$ cat config.mk
export PLATFORM = sky130hd
export DESIGN_NAME = midi_note_parser
export DESIGN_NICKNAME = d
export VERILOG_FILES = /design/src/rtl/midi_note_parser_pkg.sv /design/src/rtl/note_stack.sv /design/src/rtl/midi_note_parser.sv
export SDC_FILE = /design/constraint.sdc
export NUM_CORES = 1
export LEC_CHECK = 0
export ABC_AREA = 0
export CORE_AREA = 4 4 128 130
export CTS_CLUSTER_SIZE = 12
export DETAILED_ROUTE_END_ITERATION = 12
export DIE_AREA = 0 0 132 134
export PLACE_DENSITY = 0.55
export SETUP_SLACK_MARGIN = 0.2
export SLEW_MARGIN = 0
export SYNTH_ARGS = -nofsm -noshare
export SYNTH_HDL_FRONTEND = slang
export SYNTH_HIERARCHICAL = 1
export SYNTH_SLANG_ARGS = --single-unit
$ cat constraint.sdc
create_clock -name clk_i -period 3.73 [get_ports clk_i]
set_clock_uncertainty 0.1 [all_clocks]
set_input_delay 0.746 -clock clk_i [delete_from_list [all_inputs] [get_ports clk_i]]
set_output_delay 0.746 -clock clk_i [all_outputs]
set_load 0.03 [all_outputs]
$ cat src/rtl/midi_note_parser_pkg.sv
// Shared MIDI constants, parser state encoding and status-byte decode helper
// for the note parser and its held-note stack.
package midi_note_parser_pkg;

    localparam logic [7:0] STATUS_NOTE_OFF = 8'h80;
    localparam logic [7:0] STATUS_NOTE_ON  = 8'h90;
    localparam logic [7:0] STATUS_SYSEX    = 8'hF0;
    localparam logic [7:0] STATUS_REALTIME = 8'hF8;

    typedef enum logic [1:0] {
        StIdle,
        StWaitD1,
        StWaitD2
    } parse_state_e;

    // True for note-off/note-on status bytes addressed to channel ch.
    function automatic logic is_note_status(input logic [7:0] b, input logic [3:0] ch);
        return ((b[7:4] == STATUS_NOTE_OFF[7:4]) || (b[7:4] == STATUS_NOTE_ON[7:4]))
               && (b[3:0] == ch);
    endfunction

endpackage

$ cat src/rtl/note_stack.sv
// Held-note stack: last-note priority with single-cycle push/remove, compaction
// and eviction of the oldest entry when a new note arrives on a full stack.
module note_stack
    import midi_note_parser_pkg::*;
#(
    parameter int unsigned MIDI_BITS   = 7,
    parameter int unsigned STACK_DEPTH = 4
) (
    input  logic                 clk_i,
    input  logic                 n_rst_i,
    input  logic                 push_i,
    input  logic                 remove_i,
    input  logic [MIDI_BITS-1:0] note_i,
    input  logic [MIDI_BITS-1:0] vel_i,
    output logic [MIDI_BITS-1:0] top_note_o,
    output logic [MIDI_BITS-1:0] top_vel_o,
    output logic                 empty_o
);

    localparam int unsigned CntW = $clog2(STACK_DEPTH + 1);

    // Index 0 is the oldest entry; index cnt_q-1 is the top.
    logic [MIDI_BITS-1:0] note_q [STACK_DEPTH];
    logic [MIDI_BITS-1:0] note_d [STACK_DEPTH];
    logic [MIDI_BITS-1:0] vel_q  [STACK_DEPTH];
    logic [MIDI_BITS-1:0] vel_d  [STACK_DEPTH];
    logic [CntW-1:0]      cnt_q, cnt_d;

    logic hit;
    int   hit_idx;

    always_comb begin
        note_d  = note_q;
        vel_d   = vel_q;
        cnt_d   = cnt_q;
        hit     = 1'b0;
        hit_idx = 0;

        for (int i = 0; i < int'(STACK_DEPTH); i++) begin
            if (!hit && (CntW'(i) < cnt_q) && (note_q[i] == note_i)) begin
                hit     = 1'b1;
                hit_idx = i;
            end
        end

        if ((push_i || remove_i) && hit) begin
            for (int i = 0; i < int'(STACK_DEPTH) - 1; i++) begin
                if (i >= hit_idx) begin
                    note_d[i] = note_q[i+1];
                    vel_d[i]  = vel_q[i+1];
                end
            end
            cnt_d = cnt_q - CntW'(1);
        end

        if (push_i) begin
            // Only reachable without a hit, so shifting from the registered copy is safe.
            if (cnt_d == CntW'(STACK_DEPTH)) begin
                for (int i = 0; i < int'(STACK_DEPTH) - 1; i++) begin
                    note_d[i] = note_q[i+1];
                    vel_d[i]  = vel_q[i+1];
                end
                cnt_d = cnt_d - CntW'(1);
            end
            for (int i = 0; i < int'(STACK_DEPTH); i++) begin
                if (CntW'(i) == cnt_d) begin
                    note_d[i] = note_i;
                    vel_d[i]  = vel_i;
                end
            end
            cnt_d = cnt_d + CntW'(1);
        end
    end

    always_ff @(posedge clk_i or negedge n_rst_i) begin
        if (!n_rst_i) begin
            for (int i = 0; i < int'(STACK_DEPTH); i++) begin
                note_q[i] <= '0;
                vel_q[i]  <= '0;
            end
            cnt_q <= '0;
        end else begin
            note_q <= note_d;
            vel_q  <= vel_d;
            cnt_q  <= cnt_d;
        end
    end

    always_comb begin
        top_note_o = note_q[0];
        top_vel_o  = vel_q[0];
        for (int i = 0; i < int'(STACK_DEPTH); i++) begin
            if (CntW'(i + 1) == cnt_q) begin
                top_note_o = note_q[i];
                top_vel_o  = vel_q[i];
            end
        end
    end

    assign empty_o = (cnt_q == '0);

endmodule

$ cat src/rtl/midi_note_parser.sv
// MIDI byte-stream parser for one channel's note-on/off messages with running
// status; drives a monophonic oscillator from the most recent held note.
module midi_note_parser
    import midi_note_parser_pkg::*;
#(
    parameter int unsigned MIDI_BITS   = 7,
    parameter int unsigned CHANNEL     = 0,
    parameter int unsigned STACK_DEPTH = 4
) (
    input  logic                 clk_i,
    input  logic                 n_rst_i,
    input  logic [7:0]           byte_i,
    input  logic                 byte_valid_i,
    output logic [MIDI_BITS-1:0] midi_note_o,
    output logic [MIDI_BITS-1:0] velocity_o,
    output logic                 gate_o,
    output logic                 note_change_o
);

    parse_state_e         state_q, state_d;
    logic                 note_on_q, note_on_d;
    logic [MIDI_BITS-1:0] key_q, key_d;
    logic [MIDI_BITS-1:0] data_val;
    logic                 push, remove;

    logic [MIDI_BITS-1:0] top_note, top_vel;
    logic                 stack_empty;
    logic [MIDI_BITS-1:0] last_note_q, last_vel_q;
    logic                 last_gate_q;

    assign data_val = MIDI_BITS'(byte_i[6:0]);

    always_comb begin
        state_d   = state_q;
        note_on_d = note_on_q;
        key_d     = key_q;
        push      = 1'b0;
        remove    = 1'b0;

        // Real-time bytes (0xF8-0xFF) may interleave anywhere and are skipped.
        if (byte_valid_i && (byte_i < STATUS_REALTIME)) begin
            if (byte_i[7]) begin
                if ((byte_i < STATUS_SYSEX) && is_note_status(byte_i, 4'(CHANNEL))) begin
                    state_d   = StWaitD1;
                    note_on_d = (byte_i[7:4] == STATUS_NOTE_ON[7:4]);
                end else begin
                    state_d   = StIdle;
                    note_on_d = 1'b0;
                end
            end else begin
                case (state_q)
                    StWaitD1: begin
                        key_d   = data_val;
                        state_d = StWaitD2;
                    end
                    StWaitD2: begin
                        if (note_on_q && (byte_i[6:0] != 7'd0)) begin
                            push = 1'b1;
                        end else begin
                            remove = 1'b1;
                        end
                        state_d = StWaitD1;
                    end
                    default: ;
                endcase
            end
        end
    end

    note_stack #(
        .MIDI_BITS  (MIDI_BITS),
        .STACK_DEPTH(STACK_DEPTH)
    ) u_note_stack (
        .clk_i     (clk_i),
        .n_rst_i   (n_rst_i),
        .push_i    (push),
        .remove_i  (remove),
        .note_i    (key_q),
        .vel_i     (data_val),
        .top_note_o(top_note),
        .top_vel_o (top_vel),
        .empty_o   (stack_empty)
    );

    // last_*_q hold both the previous-cycle outputs and the values shown once empty.
    assign gate_o        = !stack_empty;
    assign midi_note_o   = stack_empty ? last_note_q : top_note;
    assign velocity_o    = stack_empty ? last_vel_q : top_vel;
    assign note_change_o = (midi_note_o != last_note_q) || (gate_o != last_gate_q);

    always_ff @(posedge clk_i or negedge n_rst_i) begin
        if (!n_rst_i) begin
            state_q     <= StIdle;
            note_on_q   <= 1'b0;
            key_q       <= '0;
            last_note_q <= '0;
            last_vel_q  <= '0;
            last_gate_q <= 1'b0;
        end else begin
            state_q     <= state_d;
            note_on_q   <= note_on_d;
            key_q       <= key_d;
            last_note_q <= midi_note_o;
            last_vel_q  <= velocity_o;
            last_gate_q <= gate_o;
        end
    end

endmodule

# Yosys cells after proc, flatten, opt, wreduce, memory -nomap -nowiden
# Cells that the tools add are included.
[totals]
word_cells = 124
in_bits = 11
regBits = 84
out_inout_bits = 16
[classes]
mux = 51
n_eq_ne = 17
order_cmp = 9
reduce_logical = 28
n_addsub = 3
bitwise = 1
[op_table]
columns = ["operator", "count"]
rows = [
  ["2-to-1 mux 7 bit", 22],
  ["2-to-1 mux 21 bit", 4],
  ["2-to-1 mux 28 bit", 2],
  ["equality test 7 bit", 4],
  ["less-than comparator 8 bit, second input constant", 2],
  ["2-to-1 mux 1 bit", 15],
  ["equality test 2 x 3 -> 1 bit, first input constant", 4],
  ["logical AND 1 bit", 12],
  ["2-to-1 mux 3 bit", 4],
  ["equality test 4 bit, second input constant", 2],
  ["inequality test 7 bit", 1],
  ["nonzero test 7 bit", 1],
  ["logical NOT 3 bit", 2],
  ["less-than comparator 1 x 3 -> 1 bit, first input constant", 2],
  ["less-than comparator 2 x 3 -> 1 bit, first input constant", 2],
  ["2-to-1 mux 2 bit", 3],
  ["AND reduction 2 bit", 3],
  ["subtractor 3 x 1 -> 3 bit, second input constant", 2],
  ["greater-or-equal comparator 1 x 2 -> 1 bit, first input constant", 2],
  ["logical NOT 1 bit", 4],
  ["logical NOT 4 bit", 1],
  ["one-hot mux 2 bit (2 select lines)", 1],
  ["adder 3 x 1 -> 3 bit, second input constant", 1],
  ["equality test 1 x 3 -> 1 bit, first input constant", 1],
  ["other kinds (10)", 12],
]

# Longest topological paths before layout
# Gate-level depths: netlist of the first run.
[depth]
ltp_word = 23
ltp_mapped = 17
ltp_nobuf = 15

# Modules after synthesis
# The synthesis of the first run kept the hierarchy.
[by_module_without_submodules]
columns = ["module", "seq_area_each_um2", "instances", "cells_each", "area_per_inst_um2"]
rows = [
  ["note_stack", 1476.4, 1, 418, 4136.5],
  ["midi_note_parser", 625.6, 1, 80, 1136.1],
]

# Worst setup path after synthesis of the first run
# Ideal clock, no wire load.
[synth_path]
path_type = "input-to-reg"
startpoint = "input port byte_i[6]"
endpoint = "register u_note_stack/note_q[0] (netlist name)"
n_path_buf = 2
slack_ns = -0.302
t_arrival_ns = 3.805
cell_stages = 16
setup_ns = 0.128
cell_sequence = "or4_4 o41ai_4 nor2_1 or2_2 o41a_4 xnor2_4 inv_2 ha_1 ha_1 buf_2 nor3_1 mux2i_1 o21ai_2 nand3b_2 buf_4 mux2_1"
[synth_via]
elab_chain_cells = 14
[synth_rtl]
columns = ["element", "line_no", "text"]
rows = [
  ["start: declaration", "midi_note_parser.sv:12", "input logic [7:0] byte_i,"],
  ["branches (longest 5 deep; another with less-than comparator 8 bit)", "--", ""],
  ["2-to-1 mux 1 bit *", "midi_note_parser.sv:41", "if (byte_valid_i && (byte_i < STATUS_REALTIME)) begin"],
  ["net push", "midi_note_parser.sv:24", "logic push, remove;"],
  ["logical OR 1 bit", "note_stack.sv:46", "if ((push_i || remove_i) && hit) begin"],
  ["logical AND 1 bit", "note_stack.sv:46", ""],
  ["2-to-1 mux 3 bit", "note_stack.sv:46", ""],
  ["subtractor 3 x 1 -> 3 bit / equality test 3 bit (equally long branches)", "note_stack.sv:63, note_stack.sv:58", ""],
  ["2-to-1 mux 3 bit", "note_stack.sv:58", "if (cnt_d == CntW'(STACK_DEPTH)) begin"],
  ["2-to-1 mux 3 bit", "note_stack.sv:56", "if (push_i) begin"],
  ["equality test 2 x 3 -> 1 bit", "note_stack.sv:66", "if (CntW'(i) == cnt_d) begin"],
  ["AND reduction 2 bit (no source line) *", "--", ""],
  ["end signal: assignment", "note_stack.sv:83", "note_q <= note_d;"],
  ["end: declaration", "note_stack.sv:23", "logic [MIDI_BITS-1:0] note_q [STACK_DEPTH];"],
]
# Mark *: on every way through the listed nets, which the timed path passes. The select of a mux whose other input is x is not followed.
# A chain may end at the register's enable or synchronous reset.

# Worst setup path in the final report of the first run
[layout_path]
startpoint = "input port byte_i[6]"
endpoint = "register u_note_stack/note_q[2] (netlist name)"
[layout_via]
elab_chain_cells = 14
[layout_rtl]
columns = ["element", "line_no"]
rows = [
  ["branches (longest 5 deep; another with less-than comparator 8 bit)", "--"],
  ["2-to-1 mux 1 bit *", "midi_note_parser.sv:41"],
  ["net remove", "midi_note_parser.sv:24"],
  ["logical OR 1 bit *", "note_stack.sv:46"],
  ["logical AND 1 bit *", "note_stack.sv:46"],
  ["2-to-1 mux 3 bit *", "note_stack.sv:46"],
  ["subtractor 3 x 1 -> 3 bit / equality test 3 bit (equally long branches)", "note_stack.sv:63, note_stack.sv:58"],
  ["2-to-1 mux 3 bit *", "note_stack.sv:58"],
  ["2-to-1 mux 3 bit *", "note_stack.sv:56"],
  ["equality test 2 x 3 -> 1 bit *", "note_stack.sv:66"],
  ["AND reduction 2 bit (no source line) *", "--"],
]
# Marks and branches as above.

==> results of run 1 <==
-- synth_stat cells (2+ instances only) --
master	instances	area, um2
a22oi_1	28	210
o21ai_0	23	115
inv_1	10	37.5
mux2i_1	45	450
a221o_1	15	150
xor2_1	2	17.5
and2_1	14	87.6
buf_6	3	33.8
buf_2	11	55.1
nor3_1	2	10.0
mux2_1	16	180
nor2_1	22	82.6
o22ai_1	21	131
nand2_1	25	93.8
nand2b_1	6	37.5
buf_1	2	7.51
xnor2_1	36	315
nand3b_1	7	52.6
clkbuf_1	21	78.8
ha_1	10	125
a21oi_1	17	85.1
nand4_1	8	50.1
nand3_1	3	15.0
mux2_2	35	394
o21ai_1	2	10.0
nor2b_1	4	25.0
nor4_4	2	42.5
dfrtp_1	84	2100
-- worst register-to-register path, delay by kind of cell, from the launching register on --
kind	cells	cell delay, ns
flops	1	0.38
fa+ha+maj	2	0.33
simple gates	3	0.49
buf+inv	5	0.74
compound gates	5	1.40
-- sequential cells by signal (all words and copies together), names as in the netlist --
register,cells
last_note_q,7
u_note_stack/note_q,28
u_note_stack/vel_q,28
key_q,7
u_note_stack/cnt_q,3
state_q,2
note_on_q,1
last_vel_q,7
last_gate_q,1
-- metrics by stage --
stage | setup TNS, ns | hold WS (ns)
2_1_floorplan | -5.91 | 0.350
3_3_place_gp | -33.06 | 0.379
3_5_place_dp | -36.51 | 0.381
4_1_cts | 0 | 0.400
5_1_grt | -0.330 | 0.411
6_report | 0 | 0.386
-- layout make-up --
type	count	area (um2)
Tap cell	188	235
Inverter	11	41.3
Fill cell	1430	8320
Multi-Input combinational cell	366	3230
Clock inverter	7	67.6
Timing Repair Buffer	104	920
Clock buffer	9	225
Sequential cell	84	2100
-- timing repair --
item	CTS	global route
pin swaps	10	2
endpoints found under the setup margin	65	62
gates resized for setup	60	44
buffers inserted	9	8
cloned	3	1
-- power by group --
part           switching [mW]  internal [mW]  leakage, nW
combinational           0.136          0.126         1.88
clock                   0.386          0.515        0.137
sequential             0.0344          0.921         1.16
-- logic make-up after synthesis --
family          Yosys count  synth area share, %
xor+xnor                 39                 6.83
compound gates          117                 16.0
fa+ha+maj                10                 2.37
buf+inv                  49                 4.25
mux                      96                 19.4
flops                    84                 39.9
simple gates            103                 11.2
-- metal layers --
metal	vias up	track usage (%)	part of all wire, %
li1	1981	-	-
met1	2156	25.0	47
met2	135	27.2	46
met3	23	3.23	5.0
met4	0	5.83	1.9
met5	-	0	0
-- final timing paths --
kind | cells past startpoint | end | start
max in group asynchronous | 2 | last_note_q[5]$_DFF_PN0_ | n_rst_i
min reg2reg | 1 | last_vel_q[6]$_DFF_PN0_ | last_vel_q[6]$_DFF_PN0_
max reg2reg | 15 | u_note_stack/note_q[22]$_DFF_PN0_ | u_note_stack/cnt_q[0]$_DFF_PN0_
min | 1 | u_note_stack/note_q[3]$_DFFE_PN0P_ | n_rst_i
min in group clk_i | 1 | last_vel_q[6]$_DFF_PN0_ | last_vel_q[6]$_DFF_PN0_
max | 16 | u_note_stack/note_q[2]$_DFFE_PN0P_ | byte_i[6]
==> flow_summary.toml, run 1 <==
[run_status]
status = "finished clean"

[timing]
fin_ws_ns = 0.0729
fin_crit_ns = 3.66
fmax_mhz = 273
slew_violations = 0
rsz0062_at_grt = "true"
timing.final.setup_violations = 0
finalHoldViolations = 0
slew_headroom_pct = 45.1
period_share_pct = 98.0
tightest_slew_ns = 0.823

[clock_tree]
htreeDepth = 3
cts_tree = "yes"
cts_hold_repair.buffers = 0
clkLatencyLatePin_ns = 0.35
clk_path_buf_depth = 2
cts_root_buf = "clkbuf_16"
path_clk_slew_ns = 0.06
cts-buffers-inserted = 9
cts_sinks = 84

[logic_synthesis]
ys.warnings.count = 6
synth_area_um2 = 5270
yosys_most_used_dff = "dfrtp_1"
ys_async_sr_fraction_pct = 100
synthCells = 498
syn_nets = 519
synth_edf_count = 0
avgSynthCellArea_um2 = 10.6
ys_seq_area_share_pct = 39.9
synth_cell_types = 52
ys_ff_latch = 84

[placement]
dp_hpwl_um = 10500
dpl-instance-area_um2 = 6110
io_buffers = 26
dp_slack_ns = -0.738
gp_congestion = 0.832
dp.cells = 732

[floorplanning]
die_h_um = 134
ioPinCount = 27
design.die.area_um2 = 17700
initial_core_util_pct = 34.8
core_um2 = 15100
rows = 45
die_w_um = 132

[critical_path]
cp_max_fo = 7
arrival_ns = 3.78
crit_buf_inv = 3
worstPathRequired_ns = 3.86
slowest_stage = "or4_4"
rrSetupSlack_ns = 0.17
path_class = "in2reg"
critPathMaxStageDelay_ns = 0.54
startpoint_type = "input pin"
crit_family = "simple AND/OR/NAND/NOR gates"
critical_path.endpoint_type = "flip-flop"
path_cells = "buf_6, or4_4, o41ai_4, nor2b_4, or2_4, o41a_4, xnor2_4, inv_2, ha_4, ha_4, nor3_2, mux2i_1, o21ai_2, nand3b_4, buf_12, mux2_4"
crit_top_cell = "ha_4"

[power]
worst_ir_drop_vdd_uv = 223
leakagePower_nw = 3.18
power_mw = 2.12
p_per_area_nw_per_um2 = 311

[finish]
post-route-cell-area_um2 = 6820
area_growth_pct = 29.4
final_util_pct = 45.1
drive_gt1_share_pct = 35.8
final_common_cell = "dfrtp_1"
diodes = 0
final_cells = 769
final_cell_mix = "dfrtp_1, buf_4, mux2i_1"
final_nets = 597

[drt]
vias = 4295
viasPerCell = 5.59
drt_first_pass_iters = 5
drt_iter0_drc = 343
antenna_left = 0
wire_per_inst_um = 20.4
routed_wirelength_um = 15700
drc = 0

[min_path]
hp-class = "in2async"

[grt]
globalRouteTotalUtil_pct = 17.6
grt_pass1_wl_um = 24600
grt_pass1_vias = 4365
antenna_found_initial = 0
overflow = 0
grt_max_degree = 63

[run]
cap_violations = 0
No activity file was read; power rests on OpenSTA's default activity.
==> inputs of run 2 (changes only) <==
- ABC_AREA: 0 -> 1
- CORE_AREA: 4 4 128 130 -> 4 4 138 140
- DIE_AREA: 0 0 132 134 -> 0 0 142 144
- PLACE_DENSITY: 0.55 -> 0.54
==> flow_summary.toml, run 2 <==
[critical_path]
path_cells = "inv_2, nand2_1, buf_12, nor2_1, a21oi_1, or2_2, a31oi_1, nand2_1, nand2_1, dlygate4sd2_1"
arrival_ns = 2.56
critical_path.endpoint_type = "output port"
rr_startpoint = "key_q[4]$_DFFE_PN0P_"
reg2regPathDepth = 20
endpoint = "velocity_o[5]"
cp-startpoint = "u_note_stack/cnt_q[2]$_DFF_PN0_"
cp_num_cells = 10
cp_max_fo = 28
crit_family = "buffers and inverters"
crit_top_cell = "nand2_1"
critPathMaxStageDelay_ns = 0.49
rrSetupSlack_ns = 0.50
crit_buf_inv = 3
path_class = "reg2out"
slowest_stage = "dfrtp_1"
worstPathRequired_ns = 2.88
startpoint_type = "flip-flop"
timing.rr.end = "u_note_stack/vel_q[13]$_DFF_PN0_"

[logic_synthesis]
ys_async_sr_fraction_pct = 100
syn_nets = 931
synthTopCellsByCount = "nand2_1, o21ai_0, inv_1"
avgSynthCellArea_um2 = 6.75
synth_edf_count = 0
ys.warnings.count = 6
synth_most_common_cell = "nand2_1"
synthTopCellsByArea = "dfrtp_1, nand2_1, o21ai_0"
ys_seq_area_share_pct = 34.2
synth_top_area_share_pct = 34.2
ys_ff_latch = 84
synthCells = 910
yosysTopAreaCell = "dfrtp_1"
yosys_most_used_dff = "dfrtp_1"
synth_cell_types = 37
synth_area_um2 = 6140

[timing]
fin_hold_ws_ns = 0.313
tightest_slew_ns = 0.661
rsz0062_at_grt = "true"
period_share_pct = 91.4
fin_crit_ns = 3.41
slew_headroom_pct = 56.0
timing.final.setup_violations = 0
finalSetupTns_ns = 0
finalHoldViolations = 0
slew_violations = 0
fmax_mhz = 293

[power]
leakagePower_nw = 3.68
worst_ir_drop_vdd_uv = 351
p_per_area_nw_per_um2 = 731

[finish]
diodes = 0
area_growth_pct = 27.3
drive_gt1_share_pct = 18.9
final_nets = 1008
final_cell_mix = "nand2_1, o21ai_0, inv_1"
reg.largest.list = "u_note_stack/note_q x28, u_note_stack/vel_q x28"
final_common_cell = "nand2_1"

[clock_tree]
clk_path_buf_depth = 2
cts_hold_repair.buffers = 0
htreeDepth = 3
path_clk_slew_ns = 0.07
clkLatencyLatePin_ns = 0.36
cts_tree = "yes"
cts_root_buf = "clkbuf_16"
cts-buffers-inserted = 9
cts_sinks = 84

[placement]
gp_congestion = 0.869
dp_hpwl_um = 14500
io_buffers = 26

[floorplanning]
die_w_um = 142
ioPinCount = 27
rows = 49
initial_core_util_pct = 34.4
die_h_um = 144
design.die.area_um2 = 20400
core_um2 = 17800

[drt]
drt_iter0_drc = 542
antenna_left = 0
routed_wirelength_um = 20400
vias = 6311
drc = 0
drt_first_pass_iters = 5
wire_per_inst_um = 16.7
viasPerCell = 5.17

[run_status]
status = "finished clean"

[grt]
overflow = 0
antenna_found_initial = 0
grt_pass1_wl_um = 32400
grt_max_degree = 56
globalRouteTotalUtil_pct = 20.3
grt_pass1_vias = 5832

[run]
cap_violations = 0

[min_path]
hp-class = "in2async"
[run 2: changes by cell type after synthesis, moves of 17 or more]
| cell | delta |
|---|---|
| o211ai_1 | +40 |
| inv_1 | +97 |
| nand4_1 | +17 |
| mux2i_1 | -45 |
| a22oi_1 | -28 |
| xnor2_1 | -29 |
| mux2_2 | -35 |
| o21ai_0 | +89 |
| nand3_1 | +46 |
| nor2_1 | +33 |
| nand2_1 | +229 |
[run 2: metrics by stage]
stage               worst slack, ns  utilization (%)  total power [mW]  instance area, um2  cells
detailed placement           -0.277             40.7              4.55                7270   1197
global placement             -0.203             40.7              4.53                7270   1197
CTS                           0.189             42.7              5.59                7620   1215
floorplan                     0.216                -              3.23                6140    910
finish                        0.322             43.8              5.72                7820   1221
global route                  0.153             43.8              6.17                7820   1221
[run 2: kinds of logic after synthesis]
group | share of synthesized area (%)
AND/OR/NAND/NOR | 29.4
AO/OA/AOI/OAI | 21.9
buffers and inverters | 10.8
flip-flops | 34.2
XOR/XNOR | 1.57
adder cells (fa/ha/maj) | 2.04
[run 2: cell type report]
class,count,area (um2)
timing repair inverter,1,7.51
multi-input combinational,661,3500
fill,1862,10000
inverter,114,442
clock inverter,7,106
clock buffer,9,225
timing repair buffer,116,1150
tap,229,287
sequential,84,2100
[run 2: worst min-delay path by stage]
stage,to,slack [ns],depth (start not counted)
after CTS,last_note_q[4]$_DFF_PN0_,0.34,1
after detailed placement,last_vel_q[4]$_DFF_PN0_,0.37,2
after global placement,last_vel_q[5]$_DFF_PN0_,0.36,2
after floorplan,key_q[0]$_DFFE_PN0P_,0.34,2
final,last_note_q[4]$_DFF_PN0_,0.31,1
after global routing,last_note_q[4]$_DFF_PN0_,0.37,1
[run 2: what timing repair did]
action	in CTS	in global routing
endpoints found under the setup margin	50	62
pin swaps	0	8
gates cloned	0	1
setup buffers	2	5
resized for setup	10	51
[run 2: worst reg2reg max path: stages, from the launching register on]
cell	delay [ns]
dfrtp_1	0.64
inv_1	0.22
nand2_1	0.11
nand2_1	0.05
nand2_1	0.08
nor2_1	0.05
nand3_1	0.14
nand4_4	0.19
nand2_2	0.15
nand2_1	0.06
nand2_1	0.12
ha_4	0.16
inv_1	0.05
ha_1	0.20
inv_2	0.13
nand2_4	0.10
buf_8	0.17
nor2_2	0.10
o21ai_0	0.08
nand3_1	0.12
o31ai_1	0.08
[run 2: where the power goes]
part	total, mW	internal, mW	switching, mW	leakage, nW
clock	1.03	0.598	0.436	0.162
combinational	3.29	1.36	1.93	2.49
sequential	1.39	1.14	0.249	1.03
[run 2: per-layer routing]
metal	global-route usage [%]	routed length, um
met1	28.8	9740
met2	32.4	9270
met3	3.87	1160
met4	4.29	214
met5	0	0
